### src/rtl/astropix_spi_responder_emu.sv
// AstroPix-side QSPI responder emulation: oversamples the SPI pins in the core
// clock domain, serializes frame bytes onto MISO and deserializes MOSI bytes.
module astropix_spi_responder_emu #(
    parameter logic [7:0]  IDLE_BYTE   = 8'hBC,
    parameter int unsigned SYNC_STAGES = 2
) (
    input  logic       clk,
    input  logic       resn,
    input  logic       spi_clk,
    input  logic       spi_csn,
    input  logic       spi_mosi,
    output logic [1:0] spi_miso,
    output logic       interruptn,
    input  logic [7:0] s_axis_tdata,
    input  logic       s_axis_tvalid,
    input  logic       s_axis_tlast,
    output logic       s_axis_tready,
    output logic [7:0] m_axis_tdata,
    output logic       m_axis_tvalid,
    input  logic       m_axis_tready,
    output logic       stat_mosi_overflow,
    output logic       stat_frame_sent
);

    localparam int unsigned NS = (SYNC_STAGES < 2) ? 2 : SYNC_STAGES;

    typedef enum logic [0:0] {
        ST_IDLE  = 1'b0,
        ST_SHIFT = 1'b1
    } state_e;

    // Pin synchronizers plus one extra copy for edge detection
    logic [NS-1:0] sclk_sync_q;
    logic [NS-1:0] csn_sync_q;
    logic [NS-1:0] mosi_sync_q;
    logic          sclk_prev_q;
    logic          csn_prev_q;

    always_ff @(posedge clk or negedge resn) begin
        if (!resn) begin
            sclk_sync_q <= '0;
            csn_sync_q  <= '1;
            mosi_sync_q <= '0;
            sclk_prev_q <= 1'b0;
            csn_prev_q  <= 1'b1;
        end else begin
            sclk_sync_q <= {sclk_sync_q[NS-2:0], spi_clk};
            csn_sync_q  <= {csn_sync_q[NS-2:0], spi_csn};
            mosi_sync_q <= {mosi_sync_q[NS-2:0], spi_mosi};
            sclk_prev_q <= sclk_sync_q[NS-1];
            csn_prev_q  <= csn_sync_q[NS-1];
        end
    end

    logic sclk_s;
    logic csn_s;
    logic mosi_s;
    logic rise_c;
    logic fall_c;
    logic cs_start_c;
    logic cs_end_c;

    assign sclk_s     = sclk_sync_q[NS-1];
    assign csn_s      = csn_sync_q[NS-1];
    assign mosi_s     = mosi_sync_q[NS-1];
    assign rise_c     = sclk_s && !sclk_prev_q;
    assign fall_c     = !sclk_s && sclk_prev_q;
    assign cs_start_c = !csn_s && csn_prev_q;
    assign cs_end_c   = csn_s && !csn_prev_q;

    state_e state_q;

    always_ff @(posedge clk or negedge resn) begin
        if (!resn) begin
            state_q <= ST_IDLE;
        end else begin
            case (state_q)
                ST_IDLE:  if (cs_start_c) state_q <= ST_SHIFT;
                ST_SHIFT: if (cs_end_c)   state_q <= ST_IDLE;
                default:  state_q <= ST_IDLE;
            endcase
        end
    end

    logic [7:0] shreg_q,    shreg_d;
    logic [1:0] clk_cnt_q,  clk_cnt_d;
    logic [7:0] rx_q,       rx_d;
    logic [2:0] rx_cnt_q,   rx_cnt_d;
    logic       in_frame_q, in_frame_d;
    logic [1:0] miso_q,     miso_d;
    logic       tready_q,   tready_d;
    logic       sent_q,     sent_d;
    logic [7:0] m_data_q,   m_data_d;
    logic       m_valid_q,  m_valid_d;
    logic       ovf_q,      ovf_d;
    logic       intn_q,     intn_d;

    // cs_end takes priority over any clock edge seen in the same cycle
    logic       shifting_c;
    logic       next_shift_c;
    logic       load_c;
    logic [7:0] rx_byte_c;

    assign shifting_c   = (state_q == ST_SHIFT) && !cs_end_c;
    assign next_shift_c = (state_q == ST_IDLE) ? cs_start_c : !cs_end_c;
    assign load_c       = ((state_q == ST_IDLE) && cs_start_c)
                        || (shifting_c && fall_c && (clk_cnt_q == 2'd3));
    assign rx_byte_c    = {mosi_s, rx_q[7:1]};

    always_comb begin
        shreg_d    = shreg_q;
        clk_cnt_d  = clk_cnt_q;
        rx_d       = rx_q;
        rx_cnt_d   = rx_cnt_q;
        in_frame_d = in_frame_q;
        miso_d     = 2'b00;
        tready_d   = 1'b0;
        sent_d     = 1'b0;
        m_data_d   = m_data_q;
        m_valid_d  = m_valid_q;
        ovf_d      = 1'b0;
        intn_d     = !(s_axis_tvalid || in_frame_q);

        // MISO: a load replaces the shift on the fall that ends a byte
        if (load_c) begin
            clk_cnt_d = 2'd0;
            if (s_axis_tvalid) begin
                shreg_d    = s_axis_tdata;
                tready_d   = 1'b1;
                in_frame_d = !s_axis_tlast;
                sent_d     = s_axis_tlast;
            end else begin
                shreg_d = IDLE_BYTE;
            end
        end else if (shifting_c && fall_c) begin
            shreg_d   = {2'b00, shreg_q[7:2]};
            clk_cnt_d = clk_cnt_q + 2'd1;
        end

        // MOSI: a completed byte is dropped only if the held one is still stalled
        if (m_valid_q && m_axis_tready) begin
            m_valid_d = 1'b0;
        end
        if (shifting_c && rise_c) begin
            rx_d     = rx_byte_c;
            rx_cnt_d = rx_cnt_q + 3'd1;
            if (rx_cnt_q == 3'd7) begin
                if (!m_valid_q || m_axis_tready) begin
                    m_data_d  = rx_byte_c;
                    m_valid_d = 1'b1;
                end else begin
                    ovf_d = 1'b1;
                end
            end
        end

        // Outside a CS the counters sit at zero, dropping any partial MOSI byte
        if (!next_shift_c) begin
            clk_cnt_d = 2'd0;
            rx_cnt_d  = 3'd0;
        end else begin
            miso_d = shreg_d[1:0];
        end
    end

    always_ff @(posedge clk or negedge resn) begin
        if (!resn) begin
            shreg_q    <= '0;
            clk_cnt_q  <= '0;
            rx_q       <= '0;
            rx_cnt_q   <= '0;
            in_frame_q <= 1'b0;
            miso_q     <= 2'b00;
            tready_q   <= 1'b0;
            sent_q     <= 1'b0;
            m_data_q   <= '0;
            m_valid_q  <= 1'b0;
            ovf_q      <= 1'b0;
            intn_q     <= 1'b1;
        end else begin
            shreg_q    <= shreg_d;
            clk_cnt_q  <= clk_cnt_d;
            rx_q       <= rx_d;
            rx_cnt_q   <= rx_cnt_d;
            in_frame_q <= in_frame_d;
            miso_q     <= miso_d;
            tready_q   <= tready_d;
            sent_q     <= sent_d;
            m_data_q   <= m_data_d;
            m_valid_q  <= m_valid_d;
            ovf_q      <= ovf_d;
            intn_q     <= intn_d;
        end
    end

    assign spi_miso           = miso_q;
    assign interruptn         = intn_q;
    assign s_axis_tready      = tready_q;
    assign m_axis_tdata       = m_data_q;
    assign m_axis_tvalid      = m_valid_q;
    assign stat_mosi_overflow = ovf_q;
    assign stat_frame_sent    = sent_q;

endmodule

### config.mk
export PLATFORM = sky130hd
export DESIGN_NAME = astropix_spi_responder_emu
export DESIGN_NICKNAME = d
export VERILOG_FILES = /design/src/rtl/astropix_spi_responder_emu.sv
export SDC_FILE = /design/constraint.sdc
export NUM_CORES = 1
export LEC_CHECK = 0
export CAP_MARGIN = 20
export CORE_ASPECT_RATIO = 1.2
export CORE_MARGIN = 2
export CORE_UTILIZATION = 56
export CTS_CLUSTER_DIAMETER = 200
export DETAILED_ROUTE_END_ITERATION = 7
export GPL_TIMING_DRIVEN = 0
export PLACE_DENSITY = 0.83
export SYNTH_ARGS = -nofsm -noshare
export SYNTH_HDL_FRONTEND = slang
export SYNTH_SLANG_ARGS = --single-unit
### constraint.sdc
create_clock -name clk -period 4.8 [get_ports clk]
set_input_delay 0.96 -clock clk [delete_from_list [all_inputs] [get_ports clk]]
set_output_delay 0.96 -clock clk [all_outputs]
set_load 0.05 [all_outputs]
==> flow_metrics.env <==
export IMPL_status="completed"
export IMPL_tightest_slew_ns=0.520
export IMPL_place_inst=224
export IMPL_fin_setup_tns_ns=0
export IMPL_grt_usage=0.203
export IMPL_cts_tree="built"
export IMPL_hpwl_um=2540
export IMPL_irDropWorstVdd_uv=349
export IMPL_fin_area_sq_mm=0.00237
export IMPL_routed_via_count=1273
export IMPL_setup_violations=0
export IMPL_post_dp_cell_area_sq_mm=0.00225
export IMPL_num_io_pins=31
export IMPL_fmaxAchievable_mhz=389
export IMPL_crit_arrival_ns=1.61
export IMPL_wl_um=3380
export IMPL_die_area_sq_mm=0.00387
export IMPL_synth_area_sq_mm=0.00190
export IMPL_grt_first_pass_wirelength_um=5800
export IMPL_final_net_count=213
export IMPL_synth_top_area_frac=0.541
export IMPL_io_buffer_count=29
export IMPL_crit_family="buffers and inverters"
export IMPL_p_leak_nw=1.17
export IMPL_p_per_area_mw_per_mm2=360
export IMPL_h_tree_depth=2
export IMPL_overflow=0
export IMPL_synth_area_per_cell_sq_um=12.1
export IMPL_ant_nets=0
export IMPL_core_sq_mm=0.00328
export IMPL_syn_nets=176
export IMPL_path_class="flop to output pin"
export IMPL_ys_seq_area_frac=0.596
export IMPL_hold_class="flop to flop"
export IMPL_netlist_instances=157
export IMPL_synthTopCellsByArea="dfrtp_1 54%, mux2_2 8.3%, nand2_1 5.7%"
export IMPL_path_max_fanout=1
export IMPL_floorplan_die_height_um=67.8
export IMPL_fin_skew_ns=0.00721
export IMPL_initial_core_util=0.579
export IMPL_power_uw=854
export IMPL_ys_ff_latch=45
export IMPL_numClockSinks=45
export IMPL_max_cap_violations=0
export IMPL_rows=23
export IMPL_synth_area_leader_cell="dfrtp_1"
export IMPL_cp_start_kind="flop"
export IMPL_final_layout_size_suffix_gt1_frac=0.179
export IMPL_clkSlewWorstSetupHoldPaths_ns=0.08
export IMPL_grt_pass1_vias=1281
export IMPL_ys_warn_count=0
export IMPL_drc=0
export IMPL_grt_max_degree=31
export IMPL_clockBufferDepth=2
export IMPL_cts_resized_gates=0
export IMPL_cp_cell_sequence="clkdlybuf4s50_1"
export IMPL_place_congestion=0.724
export IMPL_drt_iter0_markers=44
export IMPL_final_cells=232
export IMPL_holdWs_ns=0.351
export IMPL_viasPerCell=5.49
export IMPL_worstSkewPairLatency_ns=0.30
export IMPL_cp_end_kind="output pin"
export IMPL_n_antenna_cell=0
export IMPL_critPathBufInv=1
export IMPL_slowest_delay_ns=0.79
export IMPL_wl_per_cell_um=14.6
export IMPL_min_period_ns=2.57
export IMPL_slowest_stage="clkdlybuf4s50_1"
export IMPL_antenna_found_initial=0
export IMPL_cp_required_ns=3.84
export IMPL_drt_pass1_iter_count=4
export IMPL_fin_crit_sh=0.535
export IMPL_numCtsBuffers=5
export IMPL_slew_headroom=0.650
export IMPL_ctsRootBufferMaster="clkbuf_8"
export IMPL_post_cts_repair_setup_buffers=0
export IMPL_hold_buffers=0
export IMPL_hold_viol_final=0
export IMPL_rsz0062_at_grt="false"
export IMPL_syn_to_final_growth_pct=24.9
export IMPL_yosysUniqueCellTypes=38
export IMPL_slew_violations=0
export IMPL_die_w_um=57.1
[stage by stage]
| step | setup WS (ns) | utilization |
|---|---|---|
| CTS | 2.22 | 0.722 |
| global route | 2.20 | 0.722 |
| global placement | 1.70 | 0.681 |
| finish | 2.23 | 0.722 |
| floorplan | 2.98 | - |
| detailed placement | 2.41 | 0.686 |
[cell usage in the layout (no fill, tap or decap), types with 2 or more instances in the layout]
cell	synthesis	layout
o211a_1	2	2
a21oi_1	2	2
and2b_1	2	2
buf_6	2	2
nor2_1	3	3
and3_1	2	2
nor2b_1	3	3
a22o_1	3	3
mux2_2	14	14
clkdlybuf4s50_1	0	28
mux2i_1	4	4
clkbuf_8	0	6
nand2b_1	3	3
buf_2	1	2
dfstp_2	4	4
and4b_1	2	2
nand3_1	3	3
inv_1	5	5
ha_1	3	3
o21a_1	4	4
nand2_1	29	29
and2_1	4	4
dfrtp_1	41	41
o21ai_0	3	3
nand4_1	3	3
[cell type report]
class,count,area (sq um)
clock buffer,6,82.6
timing repair buffer,30,305
clock inverter,2,37.5
tap,37,46.3
sequential,45,1130
inverter,5,18.8
multi-input combinational,101,708
buffer,6,40.0
fill,243,911
[power breakdown]
part / total [mW] / internal [mW] / switching, mW
logic: 0.119 / 0.0543 / 0.0642
registers: 0.444 / 0.421 / 0.0237
clock network: 0.291 / 0.169 / 0.122
total: 0.854 / 0.644 / 0.210
[synthesized netlist by cell type]
master,instances
nand2b_1,3
nand3_1,3
a31oi_2,1
clkbuf_1,1
a21o_1,1
and2_1,4
inv_1,5
and3_1,2
mux2i_1,4
clkbuf_2,1
buf_6,2
nor3_1,1
a21oi_2,1
and4b_1,2
o21ai_0,3
dfrtp_1,41
a21oi_1,2
a21boi_0,1
and2b_1,2
mux2_2,14
o211a_1,2
o22ai_1,1
nand2_1,29
and3b_1,1
a22o_1,3
o21a_1,4
nand4b_2,1
buf_1,1
nor2b_1,3
xnor2_1,1
buf_2,1
ha_1,3
maj3_1,1
nor2_1,3
a311o_1,1
dfstp_2,4
nand4_1,3
o211ai_1,1
[sequential cells by signal, indices dropped and copies added, names as in the netlist, 2 cells and up]
register,count
rx_cnt_q,3
shreg_q,8
sclk_sync_q,2
clk_cnt_q,2
mosi_sync_q,2
rx_q,7
spi_miso,2
csn_sync_q,2
m_axis_tdata,8
[routing by layer]
metal | vias up | GRT usage | part of all wire
li1 | 613 | - | -
met1 | 622 | 0.228 | 0.39
met2 | 32 | 0.365 | 0.55
met3 | 6 | 0.0690 | 0.051
met4 | 0 | 0.0610 | 0.014
met5 | - | 0 | 0
[logic make-up after synthesis]
kind of cell,count (synthesis),synth area share
flip-flops,45,0.596
multiplexers,18,0.104
adder cells (fa/ha/maj),4,0.0251
AND/OR/NAND/NOR,57,0.154
XOR/XNOR,1,0.00462
buffers and inverters,11,0.0310
AO/OA/AOI/OAI,21,0.0850
[worst paths after layout]
path	startpoint	endpoint	slack, ns	depth (start not counted)
max	interruptn$_DFF_PN1_	interruptn	2.23	1
min in group asynchronous	resn	spi_miso[1]$_DFF_PN0_	0.57	1
min reg2reg	sclk_sync_q[0]$_DFF_PN0_	sclk_sync_q[1]$_DFF_PN0_	0.35	0
min	sclk_sync_q[0]$_DFF_PN0_	sclk_sync_q[1]$_DFF_PN0_	0.35	0
max reg2reg	clk_cnt_q[0]$_DFFE_PN0P_	shreg_q[6]$_DFFE_PN0P_	2.94	5
max in group asynchronous	resn	interruptn$_DFF_PN1_	3.68	2
Power figures use the tool's default switching activity.
